File: src/rtl/ones_pattern_generator.sv
// Count-to-thermometer pattern generator: accepts a ones-count, sets one bit per
// clock until the pattern holds exactly that many ones, then offers it under valid/ready.
module ones_pattern_generator #(
  parameter int INPUT_FEATURES = 8,
  parameter bit MSB_FIRST      = 1'b0,
  localparam int CW            = $clog2(INPUT_FEATURES + 1)
) (
  input  logic                      clock_i,
  input  logic                      reset_i,
  input  logic [CW-1:0]             count_i,
  input  logic                      count_valid_i,
  output logic                      count_ready_o,
  output logic [INPUT_FEATURES-1:0] pattern_o,
  output logic                      pattern_valid_o,
  input  logic                      pattern_ready_i,
  output logic                      saturated_o,
  output logic                      busy_o
);

  localparam logic [CW-1:0] N_CW = CW'(INPUT_FEATURES);

  typedef enum logic [1:0] {
    IDLE = 2'd0,
    FILL = 2'd1,
    HOLD = 2'd2
  } state_t;

  state_t                      state_reg, state_next;
  logic [CW-1:0]               target_reg, target_next;
  logic [CW-1:0]               idx_reg, idx_next;
  logic [INPUT_FEATURES-1:0]   pattern_reg, pattern_next;
  logic                        saturated_reg, saturated_next;

  logic                        accept;
  logic                        count_over;
  logic [CW-1:0]               count_clamped;
  logic [CW-1:0]               idx_inc;
  logic                        last_bit;
  logic [INPUT_FEATURES-1:0]   fill_mask;

  assign accept        = (state_reg == IDLE) && count_valid_i;
  assign count_over    = (count_i > N_CW);
  assign count_clamped = count_over ? N_CW : count_i;
  assign idx_inc       = idx_reg + CW'(1);
  assign last_bit      = (idx_inc == target_reg);

  // One-hot mask of the bit written this FILL cycle; MSB_FIRST mirrors the position.
  genvar gi;
  generate
    for (gi = 0; gi < INPUT_FEATURES; gi++) begin : g_mask
      localparam int POS = MSB_FIRST ? (INPUT_FEATURES - 1 - gi) : gi;
      assign fill_mask[POS] = (idx_reg == CW'(gi));
    end
  endgenerate

  // State register, asynchronous reset
  always_ff @(posedge clock_i or posedge reset_i) begin
    if (reset_i) begin
      state_reg     <= IDLE;
      target_reg    <= '0;
      idx_reg       <= '0;
      pattern_reg   <= '0;
      saturated_reg <= 1'b0;
    end else begin
      state_reg     <= state_next;
      target_reg    <= target_next;
      idx_reg       <= idx_next;
      pattern_reg   <= pattern_next;
      saturated_reg <= saturated_next;
    end
  end

  // Next-state logic
  always_comb begin
    state_next = state_reg;
    unique case (state_reg)
      IDLE: if (accept) state_next = (count_clamped == '0) ? HOLD : FILL;
      FILL: if (last_bit) state_next = HOLD;
      HOLD: if (pattern_ready_i) state_next = IDLE;
      default: state_next = IDLE;
    endcase
  end

  // Datapath updates
  always_comb begin
    target_next    = target_reg;
    idx_next       = idx_reg;
    pattern_next   = pattern_reg;
    saturated_next = saturated_reg;
    unique case (state_reg)
      IDLE: begin
        if (accept) begin
          target_next    = count_clamped;
          saturated_next = count_over;
          pattern_next   = '0;
          idx_next       = '0;
        end
      end
      FILL: begin
        pattern_next = pattern_reg | fill_mask;
        idx_next     = idx_inc;
      end
      HOLD: begin
        if (pattern_ready_i) begin
          pattern_next   = '0;
          saturated_next = 1'b0;
        end
      end
      default: begin
        pattern_next   = '0;
        saturated_next = 1'b0;
      end
    endcase
  end

  // Outputs; count_ready_o drops combinationally while reset is held
  always_comb begin
    count_ready_o   = (state_reg == IDLE) && !reset_i;
    pattern_valid_o = (state_reg == HOLD);
    busy_o          = (state_reg != IDLE);
    pattern_o       = pattern_reg;
    saturated_o     = saturated_reg;
  end

endmodule

File: config.mk
export PLATFORM = sky130hd
export DESIGN_NAME = ones_pattern_generator
export DESIGN_NICKNAME = d
export VERILOG_FILES = /design/src/rtl/ones_pattern_generator.sv
export SDC_FILE = /design/constraint.sdc
export NUM_CORES = 1
export LEC_CHECK = 0
export BUFFER_PORTS_ARGS = -buffer_cell sky130_fd_sc_hd__buf_2
export CORE_MARGIN = 2
export CORE_UTILIZATION = 52
export DETAILED_ROUTE_END_ITERATION = 12
export GPL_ROUTABILITY_DRIVEN = 0
export GPL_TIMING_DRIVEN = 0
export PLACE_DENSITY_LB_ADDON = 0.1
export SLEW_MARGIN = 0
export SYNTH_ARGS = -nofsm -noshare
export SYNTH_HDL_FRONTEND = slang
export SYNTH_SLANG_ARGS = --single-unit
File: constraint.sdc
create_clock -name clock_i -period 1.8 [get_ports clock_i]
set_input_delay 0.18 -clock clock_i [delete_from_list [all_inputs] [get_ports clock_i]]
set_output_delay 0.18 -clock clock_i [all_outputs]
set_load 0.05 [all_outputs]
Word-level counts from Yosys, hierarchy flattened
Index checks and enable logic that the tools add are counted.
W data, S select, Z words.
{"block": "word_totals", "ram_bits": 0, "in_bits": 8, "latchBits": 0, "memories": 0, "elab_cells": 49, "rom_bits": 0, "regBits": 19, "output_inout_bits": 12}
{"block": "op_classes", "shifts": 0, "eq_ne": 13, "add_sub_neg": 1, "n_reduce_logical": 13, "div_mod_pow": 0, "n_bitwise": 2, "mux": 14, "multipliers": 0, "magnitude_cmp": 1}
{"cell": "$pmux W8 S3", "count": 1}
{"cell": "$eq A4 B3 Y1 const B", "count": 4}
{"cell": "$mux W8", "count": 2}
{"cell": "$eq A4 B2 Y1 const B", "count": 2}
{"cell": "$logic_not A4 Y1", "count": 2}
{"cell": "$mux W2", "count": 4}
{"cell": "$mux W4", "count": 2}
{"cell": "$or A8 B8 Y8", "count": 1}
{"cell": "$pmux W4 S2", "count": 1}
{"cell": "$pmux W2 S3", "count": 1}
{"cell": "$reduce_and A2 Y1", "count": 3}
{"cell": "$reduce_and A3 Y1", "count": 2}
{"cell": "$add A4 B1 Y4 const B", "count": 1}
{"cell": "$eq A4 B1 Y1 const B", "count": 1}
{"cell": "$eq A4 B4 Y1", "count": 1}
{"cell": "$gt A4 B4 Y1 const B", "count": 1}
{"cell": "$ne A2 B2 Y1 const B", "count": 2}
{"cell": "$reduce_bool A2 Y1", "count": 2}
{"cell": "$pmux W1 S3", "count": 1}
{"cell": "$eq A2 B1 Y1 const B", "count": 1}
{"cell": "$eq A2 B2 Y1 const B", "count": 1}
{"cell": "$logic_and A1 B1 Y1", "count": 2}
{"cell": "$logic_not A2 Y1", "count": 1}
{"cell": "$mux W1", "count": 2}
{"cell": "3 further kinds", "count": 3}

Logic depth before layout (Yosys ltp)
Gate-level depths: netlist of run 1.
{"block": "depth", "ltp_word": 6, "depth_mapped": 5, "ltp_nobuf": 5}

Worst setup path after synthesis of run 1
No wires, ideal clock.
{"block": "synth_path", "path_kind": "reg2out", "startpoint": "register state_reg[1]", "endpoint": "output count_ready_o", "stages_incl_launch_ff": 5, "path_slack_ns": 0.016, "required_time_ns": 1.620, "path_buffers": 1, "arrival_time_ns": 1.604, "path_cell_list": "dfrtp_1 -> buf_4 -> nor2_4 -> inv_1 -> nor2_1"}
{"block": "synth_via", "elab_chain_cells": 2}
{"element": "from (decl)", "line_no": "28", "rtl": "state_t state_reg, state_next;"}
{"element": "from (signal assigned)", "line_no": "65", "rtl": "state_reg <= state_next;"}
{"element": "$logic_not A2 Y1", "line_no": "118", "rtl": "count_ready_o = (state_reg == IDLE) && !reset_i;"}
{"element": "$logic_and A1 B1 Y1", "line_no": "118"}
{"element": "to (decl)", "line_no": "12", "rtl": "output logic count_ready_o,"}
No other way between the ends.

Worst setup path in the final report of run 1
Same ends and word-level chain as after synthesis.

==> flow_summary.yaml, run 1 <==
final_layout:
  drive_gt1_share_pct: 25.8
  largest_register_ff_count: 8
  num-fill-cells: 175
  nets: 137
  stdcell_count: 149
  post-route-cell-area_um2: 1150
  diodes: 0
  area_delta_synth_final_pct: 15.4
pwr:
  ir_drop_mv: 1.06
  powerDensity_nw_per_um2: 1880
  p_leak_nw: 0.587
clock_tree:
  hold_buffers: 0
  cts_buffer_depth: 2
  clkTransAtPathRegs_ps: 100
  postCtsSetupBuffers: 0
  clock_sinks: 19
  clock-root-buffer: "clkbuf_4"
  htree_levels: 1
  insertion_delay_ps: 290
  cts_tree: "built"
  cts_resized: 0
  cts_made_buffers: 3
timing:
  finalCritPeriodShare_pct: 88.8
  relSlewSlack_pct: 53.3
  tns_ps: 0
  clock.fmax_mhz: 626
  worst_pin_slew_ps: 700
  rsz0062_at_grt: "no"
  period_minus_slack_ps: 1600
  whs_ps: -14.1
  finalHoldViolCount: 19
  setup_viol: 0
  clock_skew_ps: 4.81
  final_max_slew_viol_count: 0
synthesis:
  synth.mux.area_fraction_pct: 4.26
  synth-simple-area-share_pct: 18.5
  synth_seq_area_share_pct: 47.6
  synthXorXnorAreaFrac_pct: 5.26
  synth_top_family_by_area: "simple AND/OR/NAND/NOR gates"
  ys_seq_elements: 19
  syn-cell-area_um2: 998
  synth_nets: 113
  postSynthAreaPerCell_um2: 9.89
  netlist_instances: 101
  yosys.area_share.adder_pct: 5.01
  async_flop_share_pct: 100
  ys_warn_count: 0
  yosysUniqueCellTypes: 31
  synth_compound_area_share_pct: 15.3
  synth_edf_count: 0
  dominantRegCellSynth: "dfrtp_1"
setup_path:
  cp_data_arrival_time_ps: 1420
  cpLargestDelayFamily: "buffers and inverters"
  end_kind: "primary output"
  cp.required_ps: 1620
  max_stage_delay_ps: 370
  crit_path_cell_trace: "buf_4, nor2_4, inv_1, nor2_1, buf_2"
  crit-reg2reg-launch: "idx_reg[0]"
  path_max_fanout: 9
  crit_buf_inv: 3
  worst_setup_path_start_kind: "register"
  crit_path_start: "state_reg[1]"
  reg2reg_depth: 5
  cp.depth: 5
  crit_type: "reg2out"
  cp_slowest_cell: "dfrtp_1"
drt:
  ant_nets: 0
  vias_per_cell: 4.91
  wl_per_cell_um: 12.3
  wl_mm: 1.84
  via_count: 731
  firstDrtPassIters: 4
  drc: 0
  dr.first_iter.drc_count: 10
place:
  place_inst: 145
  hpwl_mm: 1.43
  dpl-instance-area_um2: 1120
  io_buffers: 19
global_route:
  grt_pass1_vias: 669
  grtUsageMet1_pct: 25.8
  grt_use_total_pct: 19.3
  globalRoute.busiestLayer: "met2"
  antenna_found_initial: 0
  grt-ovfl-total: 0
  grt_pass1_wl_mm: 2.99
  use_met2_pct: 30.9
  gr-usage-met3_pct: 5.66
  grt_max_degree: 20
job:
  maxCapViolCount: 0
status:
  violations: "hold timing"
  status: "complete, but fails checks"
floorplan:
  die_w_um: 47.8
  die_y_um: 47.8
  dieArea_um2: 2290
  io_pins: 20
  start_util_pct: 56.6
  coreArea_um2: 1760
  placementRows: 15
hold_path:
  min_path_type: "in2async"
==> metrics by stage <==
| stage | hold WS [ps] | total power, mW | setup WS [ps] | utilization (%) |
|---|---|---|---|---|
| 2_1_floorplan | 131 | 1.71 | 16.5 | - |
| 3_5_place_dp | 344 | 1.97 | 291 | 63.8 |
| 6_report | -14.1 | 2.17 | 202 | 65.3 |
| 5_1_grt | 48.9 | 2.35 | 57.6 | 65.3 |
| 3_3_place_gp | 327 | 1.94 | 293 | 63.8 |
| 4_1_cts | 13.4 | 2.19 | 183 | 65.3 |
==> layout make-up <==
type                       count  area (µm²)  share of cell area, %
multi-input combinational     73         483                   41.9
sequential                    19         475                   41.3
timing repair buffer          19        95.1                   8.25
tap                           25        31.3                   2.71
clock buffer                   3        22.5                   1.95
inverter                       6        22.5                   1.95
buffer                         3        17.5                   1.52
clock inverter                 1        5.00                  0.434
==> worst register-to-register path: cells and delay by family (launching register included) <==
kind / cells / cell delay [ps]
DFF: 1 / 490
xor gates and xnor gates: 1 / 150
buffers and inverters: 1 / 110
AOI/OAI and AO/OA: 1 / 200
and+or+nand+nor: 1 / 140
adders and majority gates: 1 / 350
==> cell families after synthesis <==
| kind of cell | count (synthesis) |
|---|---|
| adders and majority gates | 4 |
| muxes | 4 |
| and+or+nand+nor | 34 |
| buffers and inverters | 9 |
| AOI/OAI and AO/OA | 25 |
| xor gates and xnor gates | 6 |
| DFF | 19 |
==> Yosys cell counts (2+ instances only) <==
library cell,instances,area (µm²)
nand2_4,2,22.5
nor2_1,10,37.5
dfrtp_1,19,475
clkbuf_2,2,10.0
nand2_1,6,22.5
xnor2_1,4,35.0
a21oi_1,9,45.0
ha_1,4,50.1
inv_1,6,22.5
xor2_1,2,17.5
nand2b_1,5,31.3
nor2b_1,6,37.5
o21ai_1,2,10.0
o21ai_0,6,30.0
mux2i_1,2,20.0
==> layout by cell type (no fill, tap or decap) <==
| cell | count |
|---|---|
| nand2b_1 | 5 |
| o21ai_0 | 6 |
| a21boi_2 | 1 |
| nor2_4 | 1 |
| dfrtp_1 | 19 |
| nand4_1 | 1 |
| a21oi_2 | 1 |
| a31oi_1 | 1 |
| inv_1 | 6 |
| nor2b_1 | 6 |
| xnor2_1 | 4 |
| nand2_4 | 2 |
| nor4_1 | 1 |
| a22o_1 | 1 |
| nand3_1 | 1 |
| clkinv_2 | 1 |
| o21a_1 | 1 |
| o21ai_1 | 2 |
| buf_2 | 19 |
| clkbuf_2 | 2 |
| xor2_1 | 2 |
| a21o_1 | 1 |
| o311a_1 | 1 |
| nor2_1 | 10 |
| mux2i_1 | 2 |
| o21bai_1 | 1 |
| mux2_1 | 1 |
| clkbuf_4 | 3 |
| nand2_1 | 6 |
| mux2_2 | 1 |
| nor3_1 | 1 |
| ha_1 | 4 |
| buf_4 | 1 |
| a21oi_1 | 9 |
==> report_power, final <==
part | total (mW) | switching, mW | internal [mW] | leakage, nW
sequential | 0.753 | 0.139 | 0.614 | 0.239
clock | 0.208 | 0.125 | 0.0828 | 0.0177
combinational | 1.21 | 0.803 | 0.404 | 0.330
total | 2.17 | 1.07 | 1.10 | 0.587
==> final timing paths <==
| kind | to | slack, ps |
|---|---|---|
| max | count_ready_o | 200 |
| min | target_reg[0] | -10 |
| max reg2reg | state_reg[0] | 270 |
| min reg2reg | pattern_o[3] | 500 |
| max in group asynchronous | idx_reg[1] | 1370 |
| min in group clock_i | target_reg[0] | 140 |
==> per-layer routing <==
layer / wire, µm / vias to the layer above
li1: - / 386
met1: 890 / 332
met2: 855 / 11
met3: 77 / 2
met4: 13 / 0
met5: 0 / -
Power figures use the tool's default switching activity.
==> run 2: changes to the inputs <==
--- a/config.mk
+++ b/config.mk
@@ -5,7 +5,8 @@
 export SDC_FILE = /design/constraint.sdc
 export NUM_CORES = 1
 export LEC_CHECK = 0
-export BUFFER_PORTS_ARGS = -buffer_cell sky130_fd_sc_hd__buf_2
+export ABC_AREA = 1
+export BUFFER_PORTS_ARGS = -buffer_cell sky130_fd_sc_hd__clkbuf_2
 export CORE_MARGIN = 2
 export CORE_UTILIZATION = 52
 export DETAILED_ROUTE_END_ITERATION = 12
==> flow_summary.yaml, run 2 <==
setup_path:
  path_max_fanout: 4
  crit_path_cell_trace: "nor2_2, inv_2, nor2_1, clkbuf_2"
  cp_data_arrival_time_ps: 1460
  worst_setup_path_start_kind: "register"
  cp_slowest_cell: "dfrtp_1"
  cp.required_ps: 1620
  max_stage_delay_ps: 440
  crit_type: "reg2out"
  end_kind: "primary output"
hold_path:
  min_path_type: "in2reg"
drt:
  wl_mm: 2.28
  firstDrtPassIters: 4
  vias_per_cell: 5.12
  ant_nets: 0
  dr.first_iter.drc_count: 10
  drc: 0
  wl_per_cell_um: 13.1
  via_count: 891
synthesis:
  async_flop_share_pct: 100
  yosysUniqueCellTypes: 19
  postSynthAreaPerCell_um2: 8.03
  yosysTopAreaCellShare_pct: 47.7
  dominantRegCellSynth: "dfrtp_1"
  yosysMostFrequentCell: "nand2_1"
  netlist_instances: 124
  synth_edf_count: 0
  synth_nets: 136
  yosys.area.top_type: "dfrtp_1"
  synthTopCellsByArea: "dfrtp_1, nand2_1, inv_1"
  ys_seq_elements: 19
  ys_warn_count: 0
  synth_seq_area_share_pct: 47.7
  syn-cell-area_um2: 996
  synthTopCellsByCount: "nand2_1, dfrtp_1, inv_1, nor2_1, a21oi_1"
status:
  status: "finished, final reports clean"
pwr:
  p_sw_mw: 1.20
  power.share.combinational_pct: 57.1
  switching_share_pct: 53.9
  sequentialPowerShare_pct: 32.9
  p_leak_nw: 0.640
  internal-power_mw: 1.03
  clockPowerShare_pct: 10.0
  ir_drop_mv: 1.12
  powerDensity_nw_per_um2: 1910
final_layout:
  diodes: 0
  stdcell_count: 174
  area_delta_synth_final_pct: 17.3
  utilization_pct: 66.2
  mostFrequentLayoutCell: "nand2_1"
  final_cell_mix: "nand2_1, clkbuf_2, inv_1"
  largest_register_ff_count: 8
  num-fill-cells: 177
  drive_gt1_share_pct: 25.5
  nets: 162
timing:
  relSlewSlack_pct: 51.1
  rsz0062_at_grt: "no"
  clock_skew_ps: 4.80
  finalHoldViolCount: 0
  setup_viol: 0
  period_minus_slack_ps: 1640
  worst_pin_slew_ps: 733
  finalCritPeriodShare_pct: 91.1
  clock.fmax_mhz: 610
  final_max_slew_viol_count: 0
  tns_ps: 0
place:
  place_inst: 168
  hpwl_mm: 1.70
  io_buffers: 19
global_route:
  grt_pass1_wl_mm: 3.61
  antenna_found_initial: 0
  grt-ovfl-total: 0
  grt_max_degree: 20
  grt_pass1_vias: 800
  grt_use_total_pct: 23.8
clock_tree:
  cts_tree: "built"
  clock_sinks: 19
  htree_levels: 1
  cts_buffer_depth: 2
  clock-root-buffer: "clkbuf_4"
  cts_made_buffers: 3
  clkTransAtPathRegs_ps: 110
  insertion_delay_ps: 300
floorplan:
  placementRows: 15
  start_util_pct: 56.5
  die_w_um: 47.8
  die_y_um: 47.8
  dieArea_um2: 2280
  coreArea_um2: 1760
  io_pins: 20
job:
  maxCapViolCount: 0
[run 2: worst paths after layout]
kind / startpoint / to / slack, ps / depth (start not counted)
setup reg to reg: idx_reg[0] / state_reg[0] / 230 / 12
min in group asynchronous: reset_i / pattern_o[1] / 560 / 3
max in group asynchronous: reset_i / idx_reg[1] / 720 / 3
setup / recovery: state_reg[1] / count_ready_o / 160 / 4
hold reg to reg: saturated_o / saturated_o / 510 / 2
hold / removal: count_i[2] / target_reg[2] / 90 / 3
[run 2: layout make-up]
type                    instances  area (µm²)  share of cell area (%)
clock buffers                   4        26.3                    2.25
inverters                      22        85.1                    7.28
multi-input cells              83         435                    37.3
flip-flops and latches         19         478                    40.9
well taps                      25        31.3                    2.68
repair buffers                 21         113                    9.64
[run 2: timing repair]
action / CTS / global route
hold buffers: 1 / 0
buffers inserted: 0 / 1
endpoints found under the setup margin: 0 / 2
resized for setup: 0 / 2
endpoints found under the hold margin: 10 / 0
[run 2: routing by layer]
layer,track usage (%),vias up,wire [µm]
met3,3.40,4,59
met2,38.4,12,1150
li1,-,445,-
met4,10.3,0,23
met5,0,-,0
met1,31.9,430,1040
[run 2: kinds of logic after synthesis]
group / share of synthesized area, %
AND/OR/NAND/NOR: 28.6
buffers and inverters: 8.54
flip-flops: 47.7
AO/OA/AOI/OAI: 10.0
adder cells (fa/ha/maj): 5.03
[run 2: power groups by stage]
stage	clock [mW]	combinational (mW)	sequential, mW
floorplan	0	0.776	0.905
global placement	0	1.20	0.720
detailed placement	0	1.24	0.737
CTS	0.225	1.25	0.727
global route	0.246	1.40	0.750
finish	0.224	1.27	0.732
[run 2: critical path, delay by kind of cell, from the launching register on]
kind / cells / cell delay, ps
DFF: 1 / 440
buffers and inverters: 2 / 390
and+or+nand+nor: 2 / 330
[run 2: stage by stage]
stage                     hold slack (ps)  setup WS (ps)  power [mW]  area [µm²]
after global routing                  136           12.2        2.40        1170
after detailed placement              334            147        1.98        1120
after CTS                            92.2            128        2.20        1160
after floorplan                       131            196        1.68         996
final                                93.8            159        2.23        1170
after global placement                321            207        1.92        1120
==> run 3: changes to the inputs <==
--- a/config.mk
+++ b/config.mk
@@ -8,11 +8,11 @@
 export ABC_AREA = 1
 export BUFFER_PORTS_ARGS = -buffer_cell sky130_fd_sc_hd__clkbuf_2
 export CORE_MARGIN = 2
-export CORE_UTILIZATION = 52
+export CORE_UTILIZATION = 56
+export CTS_BUF_LIST = sky130_fd_sc_hd__clkbuf_2
 export DETAILED_ROUTE_END_ITERATION = 12
 export GPL_ROUTABILITY_DRIVEN = 0
-export GPL_TIMING_DRIVEN = 0
-export PLACE_DENSITY_LB_ADDON = 0.1
+export PLACE_DENSITY = 0.82
 export SLEW_MARGIN = 0
 export SYNTH_ARGS = -nofsm -noshare
 export SYNTH_HDL_FRONTEND = slang
==> flow_summary.yaml, run 3 (synthesized netlist as in run 2, its figures left out) <==
setup_path:
  cp_slowest_cell: "dfrtp_1"
  crit_type: "reg2out"
  end_kind: "primary output"
  crit_path_cell_trace: "nor2_2, inv_2, nor2_1, clkbuf_2"
  cp_data_arrival_time_ps: 1500
  path_max_fanout: 4
  cp.required_ps: 1620
  worst_setup_path_start_kind: "register"
  max_stage_delay_ps: 470
final_layout:
  nets: 161
  area_delta_synth_final_pct: 16.1
  final_cell_mix: "nand2_1, clkbuf_2, inv_1, dfrtp_1, nor2_1"
  diodes: 0
  largest_register_ff_count: 8
  drive_gt1_share_pct: 25.0
  mostFrequentLayoutCell: "nand2_1"
  post-route-cell-area_um2: 1160
drt:
  dr.first_iter.drc_count: 46
  wl_per_cell_um: 13.0
  wl_mm: 2.25
  vias_per_cell: 5.14
  via_count: 889
  ant_nets: 0
  firstDrtPassIters: 4
  drc: 0
clock_tree:
  cts_made_buffers: 3
  clock_sinks: 19
  clock-root-buffer: "clkbuf_2"
  cts_tree: "built"
  cts_buffer_depth: 2
  clkTransAtPathRegs_ps: 200
  htree_levels: 1
  postCtsSetupBuffers: 0
  insertion_delay_ps: 310
pwr:
  p_leak_nw: 0.634
  ir_drop_mv: 1.16
  powerDensity_nw_per_um2: 1900
place:
  io_buffers: 19
  hpwl_mm: 1.63
  dpl-instance-area_um2: 1120
global_route:
  grt_max_degree: 20
  antenna_found_initial: 0
  grt_pass1_vias: 817
  grt-ovfl-total: 0
  grt_pass1_wl_mm: 3.67
  grt_use_total_pct: 25.3
hold_path:
  min_path_type: "in2reg"
floorplan:
  start_util_pct: 58.3
  io_pins: 20
  die_w_um: 46.2
  coreArea_um2: 1710
  placementRows: 15
  dieArea_um2: 2130
  die_y_um: 46.2
timing:
  worst_pin_slew_ps: 747
  setup_viol: 0
  tns_ps: 0
  relSlewSlack_pct: 50.2
  clock.fmax_mhz: 595
  period_minus_slack_ps: 1680
  final_max_slew_viol_count: 0
  clock_skew_ps: 4.05
  rsz0062_at_grt: "no"
  finalCritPeriodShare_pct: 93.4
  finalHoldViolCount: 0
status:
  status: "finished, final reports clean"
job:
  maxCapViolCount: 0
run 3: cell types whose count changed in the layout (fill, tap and decap cells not counted):
cell and delta:
clkbuf_4 -3, clkbuf_1 -1, clkinvlp_4 +1, buf_4 -1, clkbuf_2 +3, dfrtp_1 +1
dfrtp_2 -1
run 3: power by group:
part           switching, mW  internal (mW)  leakage [nW]
Clock                  0.143         0.0517        0.0126
Sequential             0.142          0.584         0.250
Combinational          0.934          0.342         0.372
run 3: per-stage QoR:
step                total power [mW]  worst slack [ps]  hold WS (ps)  utilization (%)  instances
global route                    2.35              30.2          73.5             67.7        173
finish                          2.20               118          75.9             67.7        173
CTS                             2.17               133          57.4             67.6        173
floorplan                       1.68               196           131                -        124
detailed placement              1.97               207           337             65.7        168
global placement                1.92               319           311             65.7        168
run 3: layout make-up:
class	instances	area, µm²
Clock buffer	3	15.0
Clock inverter	1	7.51
Fill cell	146	552
Inverter	22	85.1
Multi-Input combinational cell	83	435
Sequential cell	19	477
Tap cell	25	31.3
Timing Repair Buffer	20	105
run 3: final timing paths:
path	startpoint	to	slack, ps	depth (start not counted)
worst max-delay path	state_reg[1]	count_ready_o	120	4
worst min-delay path	count_i[0]	target_reg[0]	80	3
worst max register to register	idx_reg[1]	state_reg[1]	200	12
worst min register to register	saturated_o	saturated_o	520	2
max in group asynchronous	reset_i	idx_reg[0]	780	3
min in group asynchronous	reset_i	idx_reg[1]	520	3
run 3: worst max-delay path: cells and delay by family, from the launching register on:
family                 cells  cell delay [ps]
buffers and inverters      2              390
DFF                        1              470
and+or+nand+nor            2              330
run 3: repair_timing:
action | in CTS | in global routing
gates resized for setup | 0 | 1
hold endpoints to repair | 19 | 0
hold buffers | 1 | 0
endpoints found under the setup margin | 0 | 2
run 3: layer usage:
metal | up-vias | GRT usage, % | share of wire [%]
li1 | 442 | - | -
met2 | 20 | 38.9 | 50
met1 | 425 | 34.9 | 46
met5 | - | 0 | 0
met3 | 2 | 3.53 | 3.0
met4 | 0 | 12.0 | 1.2
